## config.mk

```make
export PLATFORM = sky130hd
export DESIGN_NAME = irq_aggregator
export DESIGN_NICKNAME = d
export VERILOG_FILES = /design/src/rtl/irq_pkg.sv /design/src/rtl/irq_input_filter.sv /design/src/rtl/irq_aggregator.sv
export SDC_FILE = /design/constraint.sdc
export NUM_CORES = 1
export LEC_CHECK = 0
export ABC_CLOCK_PERIOD_IN_PS = 1600
export BUFFER_PORTS_ARGS = -buffer_cell sky130_fd_sc_hd__buf_2
export CAP_MARGIN = 20
export CORE_MARGIN = 4
export CORE_UTILIZATION = 58
export CTS_BUF_LIST = sky130_fd_sc_hd__clkbuf_2 sky130_fd_sc_hd__clkbuf_4 sky130_fd_sc_hd__clkbuf_8
export CTS_CLUSTER_SIZE = 30
export DETAILED_ROUTE_END_ITERATION = 10
export HOLD_SLACK_MARGIN = 0.1
export PLACE_DENSITY = 0.8
export RECOVER_POWER = 100
export SLEW_MARGIN = 20
export SYNTH_ARGS = -nofsm -noshare
export SYNTH_HDL_FRONTEND = slang
export SYNTH_HIERARCHICAL = 1
export SYNTH_SLANG_ARGS = --single-unit
```

## constraint.sdc

```tcl
create_clock -name clk_i -period 1.6 [get_ports clk_i]
set_clock_uncertainty 0.05 [all_clocks]
set_input_delay 0.08 -clock clk_i [delete_from_list [all_inputs] [get_ports clk_i]]
set_output_delay 0.08 -clock clk_i [all_outputs]
set_load 0.05 [all_outputs]
```

## src/rtl/irq_pkg.sv

```systemverilog
// Shared constants and helpers for the interrupt aggregator.
package irq_pkg;

  // Source index map on the interrupt register
  localparam int IRQ_PCM_INT0   = 0;
  localparam int IRQ_PCM_INT1   = 1;
  localparam int IRQ_DAC_ZERO_R = 2;
  localparam int IRQ_DAC_ZERO_L = 3;
  localparam int IRQ_PWR        = 7;

  // Defaults for the 8-source build: everything edge-captured, all masked
  localparam int         IRQ_NUM_SRC_DEF = 8;
  localparam logic [7:0] EDGE_MASK_DEF   = 8'hFF;
  localparam logic [7:0] MASK_RESET_DEF  = 8'h00;

  // Width of the stability counter: ceil(log2(cycles+1)), never below 1 bit
  function automatic int filt_cnt_w(input int cycles);
    if (cycles < 1) return 1;
    return $clog2(cycles + 1);
  endfunction

endpackage

```

## src/rtl/irq_input_filter.sv

```systemverilog
// One interrupt source: synchroniser, glitch filter and rising-edge detect.
module irq_input_filter
  import irq_pkg::*;
#(
  parameter int SYNC_STAGES   = 2,  // at least 2
  parameter int FILTER_CYCLES = 4   // 0 bypasses the filter
) (
  input  logic clk_i,
  input  logic reset_i,
  input  logic src_i,
  output logic filt_o,
  output logic rise_o
);

  localparam int CW = filt_cnt_w(FILTER_CYCLES);

  logic [SYNC_STAGES-1:0] sync_q;
  logic                   sync;
  logic                   filt_q, filt_d;
  logic                   filt_prev_q;
  logic [CW-1:0]          cnt_q, cnt_d;

  assign sync = sync_q[SYNC_STAGES-1];

  // Synchroniser chain; bit 0 takes the raw asynchronous input
  always_ff @(posedge clk_i) begin
    if (reset_i) sync_q <= '0;
    else         sync_q <= {sync_q[SYNC_STAGES-2:0], src_i};
  end

  generate
    if (FILTER_CYCLES == 0) begin : g_nofilt
      // No filtering: the filtered value follows the synchroniser directly
      always_comb begin
        filt_d = sync;
        cnt_d  = '0;
      end
    end else begin : g_filt
      // Count consecutive cycles the synchronised value disagrees with
      // filt_q; adopt it only after FILTER_CYCLES of uninterrupted disagreement
      always_comb begin
        filt_d = filt_q;
        cnt_d  = '0;
        if (sync != filt_q) begin
          if (cnt_q == CW'(FILTER_CYCLES - 1)) begin
            filt_d = sync;
            cnt_d  = '0;
          end else begin
            cnt_d = cnt_q + 1'b1;
          end
        end
      end
    end
  endgenerate

  // Filter state and the one-cycle-delayed copy used for edge detect
  always_ff @(posedge clk_i) begin
    if (reset_i) begin
      filt_q      <= 1'b0;
      filt_prev_q <= 1'b0;
      cnt_q       <= '0;
    end else begin
      filt_q      <= filt_d;
      filt_prev_q <= filt_q;
      cnt_q       <= cnt_d;
    end
  end

  assign filt_o = filt_q;
  assign rise_o = filt_q & ~filt_prev_q;

endmodule

```

## src/rtl/irq_aggregator.sv

```systemverilog
// Interrupt aggregator: per-source filter/capture, enable mask, single irq.
module irq_aggregator
  import irq_pkg::*;
#(
  parameter int                 NUM_SRC       = IRQ_NUM_SRC_DEF,
  parameter int                 SYNC_STAGES   = 2,
  parameter int                 FILTER_CYCLES = 4,
  parameter logic [NUM_SRC-1:0] EDGE_MASK     = NUM_SRC'(EDGE_MASK_DEF),
  parameter logic [NUM_SRC-1:0] MASK_RESET    = NUM_SRC'(MASK_RESET_DEF)
) (
  input  logic               clk_i,
  input  logic               reset_i,
  input  logic [NUM_SRC-1:0] src_in_i,
  input  logic               mask_wr_stb_i,
  input  logic [NUM_SRC-1:0] mask_wr_data_i,
  input  logic               rd_stb_i,
  output logic [NUM_SRC-1:0] mask_o,
  output logic [NUM_SRC-1:0] pending_o,
  output logic [NUM_SRC-1:0] overrun_o,
  output logic               irq_o
);

  logic [NUM_SRC-1:0] filt, rise;
  logic [NUM_SRC-1:0] mask_q, mask_d;
  logic [NUM_SRC-1:0] pending_q, pending_d;
  logic [NUM_SRC-1:0] overrun_q, overrun_d;
  logic               irq_q, irq_d;

  generate
    for (genvar i = 0; i < NUM_SRC; i++) begin : g_src
      irq_input_filter #(
        .SYNC_STAGES  (SYNC_STAGES),
        .FILTER_CYCLES(FILTER_CYCLES)
      ) u_filt (
        .clk_i  (clk_i),
        .reset_i(reset_i),
        .src_i  (src_in_i[i]),
        .filt_o (filt[i]),
        .rise_o (rise[i])
      );
    end
  endgenerate

  // Capture: edge sources are sticky until read, and a rise arriving in the
  // read cycle re-sets the bit so the event is not lost. Overrun records a
  // second rise on an already-pending bit; in the read cycle that rise just
  // becomes the new pending event instead. Level sources mirror filt.
  always_comb begin
    pending_d = pending_q;
    overrun_d = overrun_q;
    for (int i = 0; i < NUM_SRC; i++) begin
      if (EDGE_MASK[i]) begin
        if (rd_stb_i) begin
          pending_d[i] = rise[i];
          overrun_d[i] = 1'b0;
        end else begin
          pending_d[i] = pending_q[i] | rise[i];
          overrun_d[i] = overrun_q[i] | (rise[i] & pending_q[i]);
        end
      end else begin
        pending_d[i] = filt[i];
        overrun_d[i] = 1'b0;
      end
    end
  end

  // Mask register write and irq generation; masking gates only the irq
  always_comb begin
    mask_d = mask_wr_stb_i ? mask_wr_data_i : mask_q;
    irq_d  = |(pending_q & mask_q);
  end

  // Status, mask and irq registers
  always_ff @(posedge clk_i) begin
    if (reset_i) begin
      mask_q    <= MASK_RESET;
      pending_q <= '0;
      overrun_q <= '0;
      irq_q     <= 1'b0;
    end else begin
      mask_q    <= mask_d;
      pending_q <= pending_d;
      overrun_q <= overrun_d;
      irq_q     <= irq_d;
    end
  end

  assign mask_o    = mask_q;
  assign pending_o = pending_q;
  assign overrun_o = overrun_q;
  assign irq_o     = irq_q;

endmodule
```

Word level (Yosys, flattened, before mapping)
Cells that the tools add are included.
W data, S select, Z words.
- bits in registers: 81
- bits in latches: 0
- bits in writable memories: 0
- bits in read-only memories: 0
- output and inout port bits: 25
- word-level logic and storage cells: 135
- memories kept: 0
- add/subtract/negate cells: 8
- multipliers: 0
- divide/modulo/power cells: 0
- $lt $le $gt $ge: 0
- equality and inequality tests: 16
- shifts and indexed selects: 0
- muxes and demuxes: 8
- bitwise gates (word level): 49
- reductions and logical operators: 18
- operators with widths (kind ; count):
    $add A3 B1 Y3 const B ; 8
    $eq A3 B2 Y1 const B ; 8
    $reduce_or A3 Y1 ; 8
    $and A1 B1 Y1 ; 16
    $not A1 Y1 ; 16
    $or A1 B1 Y1 ; 16
    $reduce_and A2 Y1 ; 8
    $and A8 B8 Y8 ; 1
    $mux W1 ; 8
    $ne A1 B1 Y1 ; 8
    $reduce_or A8 Y1 ; 1
    $reduce_or A2 Y1 ; 1

Logic depth before layout (Yosys ltp)
- depth in word-level cells: 4
- depth in mapped cells: 4
- gate-level depth less buffers: 4

By module
Netlist, hierarchy kept.
- by module, submodules not included (module ; instances ; cells each ; area each (sq um) ; seq. area each (sq um)):
    irq_input_filter ; 8 ; 20 ; 244.0 ; 140.1
    irq_aggregator ; 1 ; 91 ; 878.3 ; 500.5

Worst setup path before layout
No wires, ideal clock.
- kind: flip-flop to flip-flop
- from: register pending_q[4] (netlist: pending_o[4])
- to: register irq_q (netlist: irq_o)
- data arrival time: 1018 ps
- required time: 1469 ps
- path slack: 451 ps
- cell stages (with the launch flop): 3
- path buffers: 0
- period minus slack after synthesis: 1149 ps
- cell sequence: dfxtp_1 -> a22oi_1 -> a41oi_1
- longest elaborated chain between the ends: 2
- ends and longest elaborated chain (item ; RTL line ; RTL):
    from (decl) ; irq_aggregator.sv:25 ; logic [NUM_SRC-1:0] pending_q, pending_d;
    from (signal assigned) ; irq_aggregator.sv:82 ; pending_q <= pending_d;
    $and A8 B8 Y8 ; irq_aggregator.sv:70 ; irq_d = |(pending_q & mask_q);
    $reduce_or A8 Y1 ; irq_aggregator.sv:70 ;
    to (signal assigned) ; irq_aggregator.sv:84 ; irq_q <= irq_d;
    to (decl) ; irq_aggregator.sv:27 ; logic irq_q, irq_d;
Every way passes these cells.
A chain may end at the register's enable or synchronous reset.

Worst setup path after layout
- from: register pending_q[6] (netlist: pending_o[6])
- to: output pending_o[6]
- RTL lines (item ; RTL line ; RTL):
    to (decl) ; irq_aggregator.sv:18 ; output logic [NUM_SRC-1:0] pending_o,
No word-level cell between the ends.

==> results_dict.tcl <==
set metrics [dict create \
    first_pass_iters 4 \
    slew_violations 0 \
    cts_buffers 9 \
    setup_viol 0 \
    status "finished, final reports clean" \
    track_usage_pct 17.9 \
    gr-total-overflow 0 \
    drive_above_1_share_pct 11.4 \
    cp.required_ps 1470 \
    path_buf_inv 1 \
    rows 25 \
    startpoint_type "register" \
    clk_latency_ps 340 \
    dp.cells 361 \
    max_cap_viol_count 0 \
    drt-initial-drc-count 77 \
    fin_util_pct 71.7 \
    final_cell_mix "dfxtp_1 (81), nor2b_1 (32), clkbuf_1 (25)" \
    relSlewSlack_pct 58.1 \
    start_util_pct 59.9 \
    routed_via_density 5.01 \
    gp_congestion 0.702 \
    yosysSeqAreaShare_pct 57.3 \
    worst_path_largest_cell_delay_ps 510 \
    cts_root_buf "clkbuf_8" \
    wl_um 5030 \
    rsz0062_at_grt "false" \
    power.leakage_nw 1.31 \
    post-place-ws_ps 382 \
    area_delta_synth_final_pct 19.7 \
    syn-num-nets 287 \
    final_common_cell "dfxtp_1" \
    dieWidth_um 77.9 \
    clock_sinks 81 \
    setup_slack_ps 231 \
    min_period_over_period_pct 85.6 \
    arrival_ps 1240 \
    grt_max_degree 28 \
    port_buffers 44 \
    cts_setup_buffers 0 \
    hpwl_um 3320 \
    io_pins 45 \
    powerDensity_nw_per_um2 1070 \
    synth_cell_types 16 \
    tns_ps 0 \
    drc_errors 0 \
    period_minus_slack_ps 1370 \
    synth_cells 251 \
    die-area_um2 6060 \
    ys_warn_count 6 \
    max_freq_ghz 0.730 \
    cp_top_family "buffers and inverters" \
    wire_per_inst_um 12.8 \
    htreeDepth 3 \
    cts.clk_slew.worst_paths_ps 70 \
    vias 1962 \
    hold_class "in2reg" \
    path_class "reg2out" \
    instances_no_fill 392 \
    grt_pass1_wl_um 8330 \
    cts_tree "built" \
    n_antenna_cell 0 \
    syn-cell-area_um2 2830 \
    cp_cell_sequence "clkbuf_1" \
    end_kind "output pin" \
    design.core.area_um2 4720 \
    worst_slew_pin_slew_ps 631 \
    finalHoldViolCount 0 \
    critical_path.max_fanout 4 \
    yosys_register_bits 81 \
    antenna_found_initial 0 \
    die_h_um 77.9 \
    avgSynthCellArea_um2 11.3 \
    ant_nets 0 \
    grt_pass1_vias 1825 \
    crit_slowest_cell "clkbuf_1" \
    clockBufferDepth 2 \
    nets 357 \
    ir_drop_mv 0.620 \
]
==> kinds of logic after synthesis <==
kind of cell	count (synthesis)	synth area share [%]
and+or+nand+nor	89	20.0
DFF	81	57.3
AOI/OAI and AO/OA	21	4.20
buffers and inverters	20	3.27
muxes	16	5.66
adders and majority gates	16	7.07
xor gates and xnor gates	8	2.48
==> stage by stage <==
stage               power, mW  cell area, um2  hold WS (ps)
finish                   3.62            3390           127
global route             3.77            3390           122
CTS                      3.67            3470           109
detailed placement       2.30            3120           243
global placement         2.29            3120           238
floorplan                2.22            2830           102
==> metal layers <==
layer	share of wire (%)	global-route usage (%)	vias up
li1	-	-	999
met1	45	21.5	906
met2	48	29.5	49
met3	4.6	4.29	8
met4	1.8	9.61	0
met5	0	0	-
==> registers in the layout (all words and copies together) (netlist names) <==
signal and flops:
overrun_o 8, g_src.u_filt/cnt_q 24, g_src.u_filt/filt_prev_q 8, g_src.u_filt/sync_q 16, irq_o 1, pending_o 8, mask_o 8, g_src.u_filt/filt_o 8
==> final timing paths <==
check | slack (ps) | cells after the start | start | to
min | 130 | 3 | rd_stb_i | pending_o[5]$_SDFF_PP0_
min reg2reg | 380 | 1 | g_src[7].u_filt/cnt_q[0]$_SDFF_PP0_ | g_src[7].u_filt/cnt_q[0]$_SDFF_PP0_
max reg2reg | 370 | 3 | g_src[1].u_filt/cnt_q[0]$_SDFF_PP0_ | g_src[1].u_filt/cnt_q[1]$_SDFF_PP0_
max | 230 | 1 | pending_o[6]$_SDFF_PP0_ | pending_o[6]
==> timing repair <==
item | in CTS | in global routing
hold buffers | 16 | 0
endpoints found under the hold margin | 16 | 0
gates resized for setup | 0 | 0
endpoints found under the setup margin | 0 | 0
==> synth_stat cells <==
library cell | n | area [um2]
dfxtp_1 | 81 | 1620
nor2b_1 | 32 | 200
nor2_1 | 24 | 90.1
a21oi_1 | 16 | 80.1
ha_1 | 16 | 200
inv_1 | 16 | 60.1
mux2i_1 | 16 | 160
nor4_1 | 16 | 100
nand2b_1 | 8 | 50.1
nor4b_2 | 8 | 120
xnor2_1 | 8 | 70.1
a22oi_1 | 4 | 30.0
buf_2 | 2 | 10.0
buf_6 | 2 | 22.5
a41oi_1 | 1 | 8.76
or2_1 | 1 | 6.26
==> worst reg2reg max path, stage by stage (launching register included) <==
cell and delay (ps):
dfxtp_1 320, ha_1 210, ha_1 240, nor4b_1 310
==> where the power goes <==
group          switching (mW)  leakage [nW]  total (mW)  internal [mW]
logic                   0.118         0.557       0.204         0.0860
registers              0.0201         0.658        2.07           2.05
clock network           0.650        0.0949        1.35          0.698
total                   0.788          1.31        3.62           2.84
==> cell type report <==
class                           count  area [um2]
Clock inverter                      2        12.5
Timing Repair Buffer               63         372
Fill cell                         353        1340
Clock buffer                       13         173
Tap cell                           67        83.8
Multi-Input combinational cell    150        1070
Inverter                           16        60.1
Sequential cell                    81        1620
No activity file was read; power rests on OpenSTA's default activity.
